[config.mk]
export PLATFORM = sky130hd
export DESIGN_NAME = color_seq_ctrl
export DESIGN_NICKNAME = d
export VERILOG_FILES = /design/src/rtl/color_sim_pkg.sv /design/src/rtl/color_clk_gen.sv /design/src/rtl/color_seq_ctrl.sv
export SDC_FILE = /design/constraint.sdc
export NUM_CORES = 1
export LEC_CHECK = 0
export CORE_AREA = 4 4 360 362
export CTS_CLUSTER_DIAMETER = 120
export CTS_CLUSTER_SIZE = 12
export DETAILED_ROUTE_END_ITERATION = 6
export DIE_AREA = 0 0 364 366
export PLACE_DENSITY = 0.48
export REMOVE_ABC_BUFFERS = 1
export SKIP_LAST_GASP = 1
export SLEW_MARGIN = 40
export SYNTH_ARGS = -nofsm -noshare
export SYNTH_HDL_FRONTEND = slang
export SYNTH_HIERARCHICAL = 1
export SYNTH_SLANG_ARGS = --single-unit
[constraint.sdc]
create_clock -name clk -period 3.4 [get_ports clk]
set_clock_uncertainty 0.2 [all_clocks]
set_input_delay 0.51 -clock clk [delete_from_list [all_inputs] [get_ports clk]]
set_output_delay 0.51 -clock clk [all_outputs]
set_load 0.005 [all_outputs]
[src/rtl/color_sim_pkg.sv]
// Shared types and constants for the coloring-simulation sequencer: symbol
// encoding, colored clock levels, FSM states and the per-step result classes.
package color_sim_pkg;

  localparam int BW_DEFAULT = 63;

  localparam logic [1:0] SYM_UNK  = 2'b00;
  localparam logic [1:0] SYM_CONF = 2'b01;
  localparam logic [1:0] SYM_0    = 2'b10;
  localparam logic [1:0] SYM_1    = 2'b11;

  localparam logic [1:0] CLK_LO = 2'd2;
  localparam logic [1:0] CLK_HI = 2'd3;

  typedef enum logic [2:0] {
    IDLE,
    LOAD,
    SETTLE,
    COMPARE,
    DONE
  } seq_state_e;

  typedef enum logic [1:0] {
    CLS_CORRECT,
    CLS_WRONG,
    CLS_ERROR,
    CLS_PANIC
  } step_class_e;

  function automatic logic symValid(input logic [1:0] sym);
    return !((sym == SYM_UNK) || (sym == SYM_CONF));
  endfunction

  // A single bad lane decides the whole step, so the most severe class wins.
  function automatic step_class_e reduceClass(input logic anyPanic,
                                              input logic anyError,
                                              input logic anyWrong);
    if (anyPanic) return CLS_PANIC;
    if (anyError) return CLS_ERROR;
    if (anyWrong) return CLS_WRONG;
    return CLS_CORRECT;
  endfunction

endpackage

[src/rtl/color_clk_gen.sv]
// Colored clock generator: every lane carries the same 2/3 level, toggling
// every half_i cycles while enabled and parked at 0 otherwise.
module color_clk_gen
  import color_sim_pkg::*;
#(
  parameter int BW = BW_DEFAULT
) (
  input  logic        clk,
  input  logic        rst,
  input  logic        enable_i,
  input  logic [7:0]  half_i,
  output logic [BW:0] clk_o
);

  logic [7:0] phase_q, phase_d;
  logic [7:0] lastPhase;
  logic       level_q, level_d;
  logic [1:0] levelSym;

  // A half-period of 0 behaves like 1, i.e. toggle on every cycle.
  assign lastPhase = (half_i == 8'd0) ? 8'd0 : half_i - 8'd1;

  always_comb begin
    phase_d = phase_q;
    level_d = level_q;
    if (!enable_i) begin
      phase_d = '0;
      level_d = 1'b0;
    end else if (phase_q >= lastPhase) begin
      phase_d = '0;
      level_d = !level_q;
    end else begin
      phase_d = phase_q + 8'd1;
    end
  end

  always_ff @(posedge clk) begin
    if (rst) begin
      phase_q <= '0;
      level_q <= 1'b0;
    end else begin
      phase_q <= phase_d;
      level_q <= level_d;
    end
  end

  assign levelSym = level_q ? CLK_HI : CLK_LO;
  assign clk_o    = enable_i ? {((BW + 1) / 2){levelSym}} : '0;

endmodule

[src/rtl/color_seq_ctrl.sv]
// Run sequencer and scorer: feeds stimulus words to the datapath, waits a
// settle window, classifies qbad against qgood and keeps per-run counters.
module color_seq_ctrl
  import color_sim_pkg::*;
#(
  parameter int BW = BW_DEFAULT,
  parameter int CW = 32
) (
  input  logic            clk,
  input  logic            rst,
  input  logic            start,
  input  logic [15:0]     n_steps,
  input  logic [3:0]      settle,
  input  logic [7:0]      clk0_half,
  input  logic [7:0]      clk1_half,
  input  logic            stim_valid,
  input  logic [4*BW+3:0] stim_data,
  output logic            stim_ready,
  output logic [BW:0]     aaa,
  output logic [BW:0]     bbb,
  output logic [BW:0]     ccc,
  output logic [BW:0]     eee,
  output logic [BW:0]     clk0,
  output logic [BW:0]     clk1,
  input  logic [BW:0]     qbad,
  input  logic [BW:0]     qgood,
  output logic            busy,
  output logic            done,
  output logic [CW-1:0]   corrects,
  output logic [CW-1:0]   wrongs,
  output logic [CW-1:0]   errors,
  output logic [CW-1:0]   panics
);

  localparam int W  = BW + 1;
  localparam int NL = W / 2;

  seq_state_e      state_q, state_d;
  logic [15:0]     nSteps_q, nSteps_d;
  logic [15:0]     stepIdx_q, stepIdx_d;
  logic [3:0]      settle_q, settle_d;
  logic [3:0]      settleCnt_q, settleCnt_d;
  logic [7:0]      half0_q, half0_d;
  logic [7:0]      half1_q, half1_d;
  logic [4*W-1:0]  stimWord_q, stimWord_d;
  logic [CW-1:0]   corrects_q, corrects_d;
  logic [CW-1:0]   wrongs_q, wrongs_d;
  logic [CW-1:0]   errors_q, errors_d;
  logic [CW-1:0]   panics_q, panics_d;

  logic [NL-1:0]   lanePanic, laneError, laneWrong;
  step_class_e     stepClass;

  function automatic logic [CW-1:0] satInc(input logic [CW-1:0] v);
    return (&v) ? v : v + {{(CW - 1){1'b0}}, 1'b1};
  endfunction

  // Every lane is judged independently; the package function folds them.
  for (genvar l = 0; l < NL; l++) begin : g_lane
    logic [1:0] goodSym, badSym;
    assign goodSym      = qgood[2*l +: 2];
    assign badSym       = qbad[2*l +: 2];
    assign lanePanic[l] = !symValid(goodSym);
    assign laneError[l] = symValid(goodSym) && !symValid(badSym);
    assign laneWrong[l] = symValid(goodSym) && symValid(badSym) && (goodSym != badSym);
  end

  assign stepClass = reduceClass(|lanePanic, |laneError, |laneWrong);

  always_ff @(posedge clk) begin
    if (rst) begin
      state_q     <= IDLE;
      nSteps_q    <= '0;
      stepIdx_q   <= '0;
      settle_q    <= '0;
      settleCnt_q <= '0;
      half0_q     <= '0;
      half1_q     <= '0;
      stimWord_q  <= '0;
      corrects_q  <= '0;
      wrongs_q    <= '0;
      errors_q    <= '0;
      panics_q    <= '0;
    end else begin
      state_q     <= state_d;
      nSteps_q    <= nSteps_d;
      stepIdx_q   <= stepIdx_d;
      settle_q    <= settle_d;
      settleCnt_q <= settleCnt_d;
      half0_q     <= half0_d;
      half1_q     <= half1_d;
      stimWord_q  <= stimWord_d;
      corrects_q  <= corrects_d;
      wrongs_q    <= wrongs_d;
      errors_q    <= errors_d;
      panics_q    <= panics_d;
    end
  end

  always_comb begin
    state_d     = state_q;
    nSteps_d    = nSteps_q;
    stepIdx_d   = stepIdx_q;
    settle_d    = settle_q;
    settleCnt_d = settleCnt_q;
    half0_d     = half0_q;
    half1_d     = half1_q;
    stimWord_d  = stimWord_q;
    corrects_d  = corrects_q;
    wrongs_d    = wrongs_q;
    errors_d    = errors_q;
    panics_d    = panics_q;

    unique case (state_q)
      IDLE: begin
        if (start) begin
          nSteps_d   = n_steps;
          settle_d   = settle;
          half0_d    = clk0_half;
          half1_d    = clk1_half;
          stepIdx_d  = '0;
          corrects_d = '0;
          wrongs_d   = '0;
          errors_d   = '0;
          panics_d   = '0;
          state_d    = (n_steps == 16'd0) ? DONE : LOAD;
        end
      end
      LOAD: begin
        if (stim_valid && stim_ready) begin
          stimWord_d  = stim_data;
          settleCnt_d = settle_q;
          state_d     = SETTLE;
        end
      end
      SETTLE: begin
        if (settleCnt_q == 4'd0) begin
          state_d = COMPARE;
        end else begin
          settleCnt_d = settleCnt_q - 4'd1;
        end
      end
      COMPARE: begin
        unique case (stepClass)
          CLS_CORRECT: corrects_d = satInc(corrects_q);
          CLS_WRONG:   wrongs_d   = satInc(wrongs_q);
          CLS_ERROR:   errors_d   = satInc(errors_q);
          CLS_PANIC:   panics_d   = satInc(panics_q);
          default:     ;
        endcase
        stepIdx_d = stepIdx_q + 16'd1;
        state_d   = (stepIdx_d == nSteps_q) ? DONE : LOAD;
      end
      DONE: begin
        state_d = IDLE;
      end
      default: begin
        state_d = IDLE;
      end
    endcase
  end

  // Handshake and status flags come straight from the state register, so
  // stim_ready never depends combinationally on stim_valid.
  always_comb begin
    busy       = (state_q != IDLE);
    stim_ready = (state_q == LOAD);
    done       = (state_q == DONE);
  end

  assign aaa      = stimWord_q[0*W +: W];
  assign bbb      = stimWord_q[1*W +: W];
  assign ccc      = stimWord_q[2*W +: W];
  assign eee      = stimWord_q[3*W +: W];
  assign corrects = corrects_q;
  assign wrongs   = wrongs_q;
  assign errors   = errors_q;
  assign panics   = panics_q;

  color_clk_gen #(.BW(BW)) u_clk0_gen (
    .clk      (clk),
    .rst      (rst),
    .enable_i (busy),
    .half_i   (half0_q),
    .clk_o    (clk0)
  );

  color_clk_gen #(.BW(BW)) u_clk1_gen (
    .clk      (clk),
    .rst      (rst),
    .enable_i (busy),
    .half_i   (half1_q),
    .clk_o    (clk1)
  );

endmodule

==> results of run 1 <==
-- flip-flops by register name, indices dropped and copies added, names as in the netlist --
register            cells
settleCnt_q             4
u_clk1_gen/phase_q      8
nSteps_q               16
stimWord_q            256
settle_q                4
u_clk0_gen/level_q      1
u_clk1_gen/level_q      1
half0_q                 8
stepIdx_q              16
errors                 32
state_q                 3
corrects               32
wrongs                 32
panics                 32
u_clk0_gen/phase_q      8
half1_q                 8
-- cell usage in the layout, fill, tap and decap left out, drive strengths merged, types with 37 or more instances in the layout --
cell | netlist | layout
nor3 | 45 | 45
clkdlybuf4s50 | 0 | 933
nor2 | 157 | 157
o21ai | 37 | 37
xor2 | 64 | 64
dfxtp | 461 | 461
nand2 | 696 | 696
clkbuf | 140 | 52
nand3 | 95 | 95
inv | 34 | 40
a21oi | 356 | 356
xnor2 | 85 | 85
nand4 | 43 | 43
buf | 133 | 117
-- cells in the mapped netlist, types with 9 or more instances --
master | count | share of area (%)
a2111oi_0 | 12 | 0.50
a21oi_1 | 356 | 8.5
and2_1 | 14 | 0.42
and3_1 | 31 | 0.93
buf_4 | 126 | 4.5
clkbuf_1 | 140 | 2.5
dfxtp_1 | 461 | 44
ha_1 | 26 | 1.6
inv_1 | 34 | 0.61
mux2i_1 | 12 | 0.58
nand2_1 | 695 | 13
nand2b_1 | 10 | 0.30
nand3_1 | 95 | 2.3
nand3b_1 | 9 | 0.32
nand4_1 | 43 | 1.3
nor2_1 | 156 | 2.8
nor2b_1 | 27 | 0.81
nor3_1 | 45 | 1.1
nor3b_1 | 11 | 0.40
nor4_1 | 22 | 0.66
o211ai_1 | 12 | 0.43
o21ai_0 | 36 | 0.86
or3_1 | 26 | 0.78
or4_1 | 13 | 0.47
xnor2_1 | 85 | 3.6
xor2_1 | 64 | 2.7
-- what timing repair did --
action                                 4_1_cts  5_1_grt
hold buffers                                 1        0
setup endpoints to repair                   74       32
endpoints found under the hold margin        3        0
setup buffers                                0        1
pin swaps                                    0        4
resized for setup                            3       32
-- worst max-delay path: stages --
cell and delay (ns):
clkdlybuf4s50_1 0.53, nand4_1 0.19, nor4_2 0.39, nand2_1 0.12
or4_4 0.60, a2111oi_4 0.33, buf_4 0.20, nor2_4 0.08
buf_12 0.17, or4_1 0.46, nand2_1 0.08
-- layout make-up --
cell class / instances / area, sq um
Timing Repair Buffer: 1055 / 10500
Inverter: 34 / 128
Multi-Input combinational cell: 1898 / 10100
Antenna cell: 8 / 20.0
Fill cell: 13800 / 93200
Clock buffer: 52 / 1270
Tap cell: 1662 / 2080
Clock inverter: 8 / 81.3
Sequential cell: 461 / 9230
-- metal layers --
metal  vias up  track usage [%]
met5         -                0
met3       144             3.85
met1      9957             18.7
met2       605             23.3
li1      10500                -
met4        12             4.87
-- per-stage QoR --
step                hold slack (ns)  area (sq um)  setup WS [ns]
finish                        0.230         33500         0.0606
detailed placement            0.246         31900         -0.734
CTS                           0.156         33300        0.00809
floorplan                     0.226         19300          -2.71
global route                  0.191         33500        -0.0293
global placement              0.241         31900         -0.701
-- final timing paths --
path / from / depth (start not counted) / end / slack [ns]
hold reg to reg: stimWord_q[87] / 2 / stimWord_q[87] / 0.25
setup reg to reg: corrects[13] / 12 / corrects[11] / 0.43
setup / recovery: qgood[19] / 11 / corrects[17] / 0.06
hold / removal: stim_data[236] / 3 / stimWord_q[236] / 0.23
-- logic make-up (layout without fill, tap and decap cells) --
| group | Yosys count | count (layout) |
|---|---|---|
| simple gates | 1224 | 1224 |
| flops | 461 | 461 |
| xor+xnor | 149 | 149 |
| compound gates | 485 | 485 |
| mux | 14 | 14 |
| fa+ha+maj | 26 | 26 |
| other cells | 0 | 8 |
| buf+inv | 307 | 1149 |
-- report_power, final --
| part | leakage [nW] | internal [mW] | switching (mW) | total [mW] |
|---|---|---|---|---|
| Sequential | 3.74 | 5.65 | 0.156 | 5.80 |
| Combinational | 6.98 | 1.60 | 1.41 | 3.01 |
| Clock | 0.665 | 2.65 | 2.36 | 5.01 |
==> impl_metrics.toml, run 1 <==
[outcome]
outcome = "completed"

[drt]
vias_per_cell = 4.10
drc = 0
postRouteAntennaNets = 0
wl_um = 102000
route.met3.wl_um = 6880
wl_met1_um = 44900
dr_total_vias = 21200
dr.pass1.iters = 5
wl_per_cell_um = 19.7
highest_layer = "met5"
wl_met2_um = 47000
drt_iter0_markers = 1233

[timing]
maxSlewViolCount = 0
setup_tns_ns = 0
hold_viol = 0
setup_viol = 0
min_period_ns = 3.34
fin_crit_sh_pct = 98.2
max_slew_margin_pct = 49.4
worst_slew_pin_slew_ns = 0.758
fmax_mhz = 299
rsz0062_at_grt = "yes"

[worst_setup_path]
path_max_fanout = 14
critPathRequiredTime_ns = 3.75
arrival_ns = 3.69
critPathCaptureType = "flop"
critPathLaunchType = "input pin"
worstSetupPathType = "input pin to flop"

[logic_synthesis]
synth_mux_area_share_pct = 0.684
synth_seq_cells = 461
synth-simple-area-share_pct = 26.3
syn_area_per_cell_sq_um = 7.82
synth_compound_area_share_pct = 13.2
synthAdderAreaFrac_pct = 1.56
synth_top_family_by_area = "simple AND/OR/NAND/NOR gates"
netlist_instances = 2666
yosysUniqueCellTypes = 68
ys_warn_count = 6
ys_async_sr_fraction_pct = 0
synthFlopType = "dfxtp_1"
synth_area_sq_um = 20800
synth_xor_area_share_pct = 6.26
synth_edf_count = 0
seq_area_frac_synth_pct = 44.3

[place]
place.gp.congestion = 0.849
dp.cells = 5107
place_hpwl_um = 80500
port_buffers = 938

[die]
die_area_sq_um = 133000
ios = 939
rows = 131
die_w_um = 364
die_y_um = 366
start_util_pct = 16.5
core_sq_um = 127000

[clock_tree]
cts_tree = "done"
cts_sinks = 461
cts.root.buffer_cell = "clkbuf_16"
clockBufferDepth = 3
cts.clk_slew.worst_paths_ns = 0.07
cts_buffers = 48
htreeDepth = 2
clk_latency_ns = 0.62

[grt]
grt_usage_pct = 14.5
first_global_vias = 20000
grt-ovfl-total = 0
grt_max_degree = 165
antenna_found_initial = 22
grt_first_pass_wirelength_um = 144000

[final_layout]
num-nets-final = 3948
fin_cells = 5178
final_util_pct = 26.4
area_growth_pct = 60.6
layout-drive-gt1-share_pct = 6.50

[run]
drv_cap = 0

[power]
total_power_mw = 13.8
leakage_nw = 11.4
cellPowerDensity_nw_per_um2 = 413
vdd_drop_max_v = 0.000312

[hold_path]
hp-class = "input pin to flop"
Power figures use the tool's default switching activity.
==> inputs of run 2 (changes only) <==
- CELL_PAD_IN_SITES_DETAIL_PLACEMENT: unset -> 0
- CELL_PAD_IN_SITES_GLOBAL_PLACEMENT: unset -> 1
- CORE_AREA: 4 4 360 362 -> 4 4 368 370
- DIE_AREA: 0 0 364 366 -> 0 0 372 374
- PLACE_DENSITY: 0.48 -> 0.58
==> impl_metrics.toml, run 2 (same netlist as run 1, synthesis figures left out) <==
[outcome]
outcome = "completed"

[die]
die_w_um = 372
ios = 939
die_y_um = 374
rows = 134
die_area_sq_um = 139000
core_sq_um = 133000
start_util_pct = 15.7

[power]
leakage_nw = 11.3
cellPowerDensity_nw_per_um2 = 409
vdd_drop_max_v = 0.000300

[final_layout]
mostFrequentLayoutCell = "clkdlybuf4s50_1"
final_cell_mix = "clkdlybuf4s50_1, nand2_1, dfxtp_1, a21oi_1, nor2_1"
largest_reg_flops = 256
postLayoutCellArea_sq_um = 33500
final_util_pct = 25.2
layout-drive-gt1-share_pct = 6.55
num-nets-final = 3956
area_growth_pct = 60.7
top_register = "stimWord_q"

[timing]
fin_crit_sh_pct = 99.8
min_period_ns = 3.39
worst_slew_pin_slew_ns = 0.779
rsz0062_at_grt = "yes"
fmax_mhz = 295
hold_viol = 0
maxSlewViolCount = 0
setup_viol = 0
max_slew_margin_pct = 47.9

[clock_tree]
htreeDepth = 2
cts_tree = "done"
cts.clk_slew.worst_paths_ns = 0.06
cts_buffers = 46
clockBufferDepth = 3
cts.root.buffer_cell = "clkbuf_16"
holdBufCountCts = 0
clk_latency_ns = 0.60
cts_sinks = 461

[drt]
drt_iter0_markers = 1283
dr_total_vias = 21300
drc = 0
vias_per_cell = 4.03
wl_um = 110000
postRouteAntennaNets = 0
dr.pass1.iters = 5
wl_per_cell_um = 20.8

[hold_path]
hp-class = "input pin to flop"

[place]
place_hpwl_um = 87500
port_buffers = 938
placedInstanceArea_sq_um = 32000
place.gp.congestion = 0.881

[grt]
grt_usage_pct = 15.0
first_global_vias = 20200
grt_first_pass_wirelength_um = 152000
grt-ovfl-total = 0
grt_max_degree = 166
antenna_found_initial = 27

[worst_setup_path]
critPathLaunchType = "input pin"
worstSetupPathType = "input pin to flop"
arrival_ns = 3.71
critPathRequiredTime_ns = 3.71
path_max_fanout = 11
critPathCaptureType = "flop"

[run]
drv_cap = 0
-- run 2: cell count changes in the layout (fill, tap and decap cells not counted), moves of 2 or more --
cell            before  now
clkbuf_1             0    2
a2111oi_2            5    3
clkbuf_8             3    0
and2_2               0    2
clkbuf_16           49   47
buf_4               96  110
a2111oi_0            3    5
dlygate4sd2_1        0    2
buf_12              17   12
dlymetal6s2s_1       4    2
-- run 2: cell type report --
cell class | count | area (sq um)
tap | 1768 | 2210
timing repair buffer | 1064 | 10500
multi-input combinational | 1899 | 10100
clock inverter | 5 | 67.6
inverter | 34 | 128
sequential | 461 | 9230
clock buffer | 49 | 1180
fill | 14500 | 99100
antenna | 7 | 17.5
-- run 2: timing repair --
| item | CTS | global route |
|---|---|---|
| cloned | 1 | 0 |
| setup buffers | 1 | 3 |
| resized for setup | 7 | 25 |
| pin swaps | 2 | 4 |
| endpoints found under the setup margin | 15 | 133 |
-- run 2: per-stage QoR --
step | total power [mW] | hold slack, ns | setup TNS (ns) | cells | worst slack (ns)
finish | 13.7 | 0.156 | 0 | 5287 | 0.00518
floorplan | 6.93 | 0.226 | -738.84 | 2393 | -2.71
global placement | 9.00 | 0.241 | -44.87 | 5219 | -0.902
detailed placement | 9.00 | 0.246 | -40.05 | 5220 | -0.835
global route | 14.5 | 0.112 | -0.0634 | 5280 | -0.0192
CTS | 14.0 | 0.0926 | 0 | 5276 | 0.0131
-- run 2: power by group --
group,switching [mW],total (mW),leakage (nW),internal (mW)
sequential,0.153,5.80,3.74,5.64
combinational,1.47,3.07,6.98,1.59
clock,2.30,4.84,0.615,2.54
-- run 2: per-layer routing --
layer / up-vias / part of all wire [%] / track usage [%]
met5: - / 0.057 / 0
met4: 10 / 2.1 / 3.39
met3: 111 / 5.6 / 3.12
met2: 585 / 46 / 24.2
met1: 10100 / 46 / 20.3
li1: 10500 / - / -
-- run 2: worst paths after layout --
path	start	end	slack, ns	depth (start not counted)
worst min-delay path	rst	stepIdx_q[8]	0.16	2
worst min register to register	stimWord_q[17]	stimWord_q[17]	0.25	2
worst max-delay path	qbad[60]	corrects[6]	0.005	12
worst max register to register	state_q[1]	corrects[6]	0.31	10
-- run 2: critical path, cell delays in order --
cell	delay [ns]
clkdlybuf4s50_1	0.47
buf_4	0.16
xnor2_2	0.12
o22ai_2	0.10
or4_4	0.53
or4_4	0.56
a2111oi_4	0.27
buf_4	0.19
nor2_4	0.08
buf_12	0.18
or4_1	0.42
a21oi_2	0.12
==> inputs of run 3 (changes only) <==
- MAX_ROUTING_LAYER: unset -> met4
==> impl_metrics.toml, run 3 (same netlist as run 1, synthesis figures left out) <==
[outcome]
outcome = "completed"

[grt]
first_global_vias = 20200
grt-ovfl-total = 0
grt_first_pass_wirelength_um = 152000
grt_usage_pct = 15.5
grt_max_degree = 123
antenna_found_initial = 24

[die]
ios = 939
die_area_sq_um = 139000
die_w_um = 372
start_util_pct = 15.7
rows = 134
core_sq_um = 133000
die_y_um = 374

[place]
dp.cells = 5232
port_buffers = 938
place.gp.congestion = 0.911
placedInstanceArea_sq_um = 32200
place_hpwl_um = 88600

[timing]
min_period_ns = 3.33
fin_crit_sh_pct = 97.8
setup_viol = 0
hold_viol = 0
max_slew_margin_pct = 50.1
maxSlewViolCount = 0
fmax_mhz = 301
whs_ns = 0.0660
worst_slew_pin_slew_ns = 0.749

[drt]
vias_per_cell = 4.02
drt_iter0_markers = 1160
dr_total_vias = 21300
wl_um = 110000
postRouteAntennaNets = 0
wl_per_cell_um = 20.8
drc = 0
dr.pass1.iters = 5

[hold_path]
hp-class = "input pin to flop"
hold_end = "stimWord_q[159]"
hold-path-cell-count = 2
min_from = "rst"

[worst_setup_path]
critPathSlowestCell = "clkdlybuf4s50_1"
critPathLaunchType = "input pin"
worstSetupPathType = "input pin to flop"
critPathCaptureType = "flop"
crit_top_cell = "buf_4"
critPathRequiredTime_ns = 3.74
regToRegSetupSlack_ns = 0.50
worstRegToRegCells = 12
rr_endpoint = "corrects[6]"
critPathMaxStageDelay_ns = 0.60
r2r-start = "corrects[14]"
arrival_ns = 3.67
crit_chain = "clkdlybuf4s50_1 -> nor2b_1 -> a2111oi_1 -> buf_4 -> nand4_1 -> buf_4 -> or3_4 -> a2111oi_4 -> buf_6 -> nor2_4 -> buf_4 -> or4_1 -> nand2_1"
path_max_fanout = 8

[final_layout]
seq_area_sq_um = 9230
multi_input_area_sq_um = 10200
largest_reg_flops = 256
mostFrequentLayoutCell = "clkdlybuf4s50_1"
n_fill_cell = 14500
layout-drive-gt1-share_pct = 7.04
area_growth_pct = 61.7
top_register = "stimWord_q"
fin_cells = 5303
final_cell_mix = "clkdlybuf4s50_1, nand2_1, dfxtp_1, a21oi_1, nor2_1"
num-nets-final = 3967
postLayoutCellArea_sq_um = 33700

[clock_tree]
htreeDepth = 2
cts.root.buffer_cell = "clkbuf_16"
clk_latency_ns = 0.60
clockBufferDepth = 3
cts_tree = "done"
cts_buffers = 47
holdBufCountCts = 0
cts.clk_slew.worst_paths_ns = 0.06
cts_sinks = 461

[run]
drv_cap = 0

[power]
cellPowerDensity_nw_per_um2 = 407
leakage_nw = 11.5
vdd_drop_max_v = 0.000346
==> run 3: final cells by class <==
class / count / area share [%]
Clock inverter: 6 / 0.167
Antenna cell: 11 / 0.0817
Sequential cell: 461 / 27.4
Tap cell: 1768 / 6.56
Timing Repair Buffer: 1074 / 31.7
Multi-Input combinational cell: 1899 / 30.2
Clock buffer: 50 / 3.55
Inverter: 34 / 0.379
==> run 3: layer usage <==
metal | share of wire [%] | routed length (um) | track usage [%] | up-vias
li1 | - | - | - | 10600
met1 | 46 | 51300 | 20.5 | 10100
met2 | 46 | 51100 | 24.6 | 579
met3 | 5.2 | 5740 | 2.62 | 109
met4 | 2.1 | 2300 | 3.38 | 0
met5 | 0 | 0 | - | -
==> run 3: worst max-delay path by stage <==
stage	startpoint	endpoint	slack [ns]
6_report	qbad[19]	corrects[22]	0.07
3_5_place_dp	qgood[13]	corrects[8]	-0.90
4_1_cts	qbad[20]	corrects[8]	-0.007
5_1_grt	state_q[0]	clk1[40]	-0.01
3_3_place_gp	qbad[43]	wrongs[17]	-0.97
2_1_floorplan	state_q[0]	settleCnt_q[2]	-2.71
==> run 3: stage by stage <==
step	worst slack, ns	TNS [ns]	power (mW)	utilization (%)
finish	0.0741	0	13.7	25.4
global route	-0.0104	-0.0241	14.5	25.4
floorplan	-2.71	-738.84	6.93	-
detailed placement	-0.905	-45.42	9.05	24.3
global placement	-0.969	-43.86	9.05	24.3
CTS	-0.00673	-0.00673	14.0	25.2
==> run 3: where the power goes <==
| group | internal (mW) | total [mW] | leakage (nW) | switching (mW) |
|---|---|---|---|---|
| sequential | 5.65 | 5.80 | 3.74 | 0.153 |
| combinational | 1.63 | 3.12 | 7.19 | 1.49 |
| clock | 2.49 | 4.79 | 0.614 | 2.29 |
==> run 3: what timing repair did <==
| item | in CTS | in global routing |
|---|---|---|
| resized for setup | 8 | 46 |
| endpoints found under the setup margin | 57 | 79 |
| cloned | 0 | 1 |
| setup buffers | 1 | 2 |
| pin swaps | 2 | 15 |
==> run 3: critical path, delay by kind of cell <==
kind	cells	cell delay [ns]
buffers and inverters	5	1.33
AOI/OAI and AO/OA	2	0.61
and+or+nand+nor	6	1.20
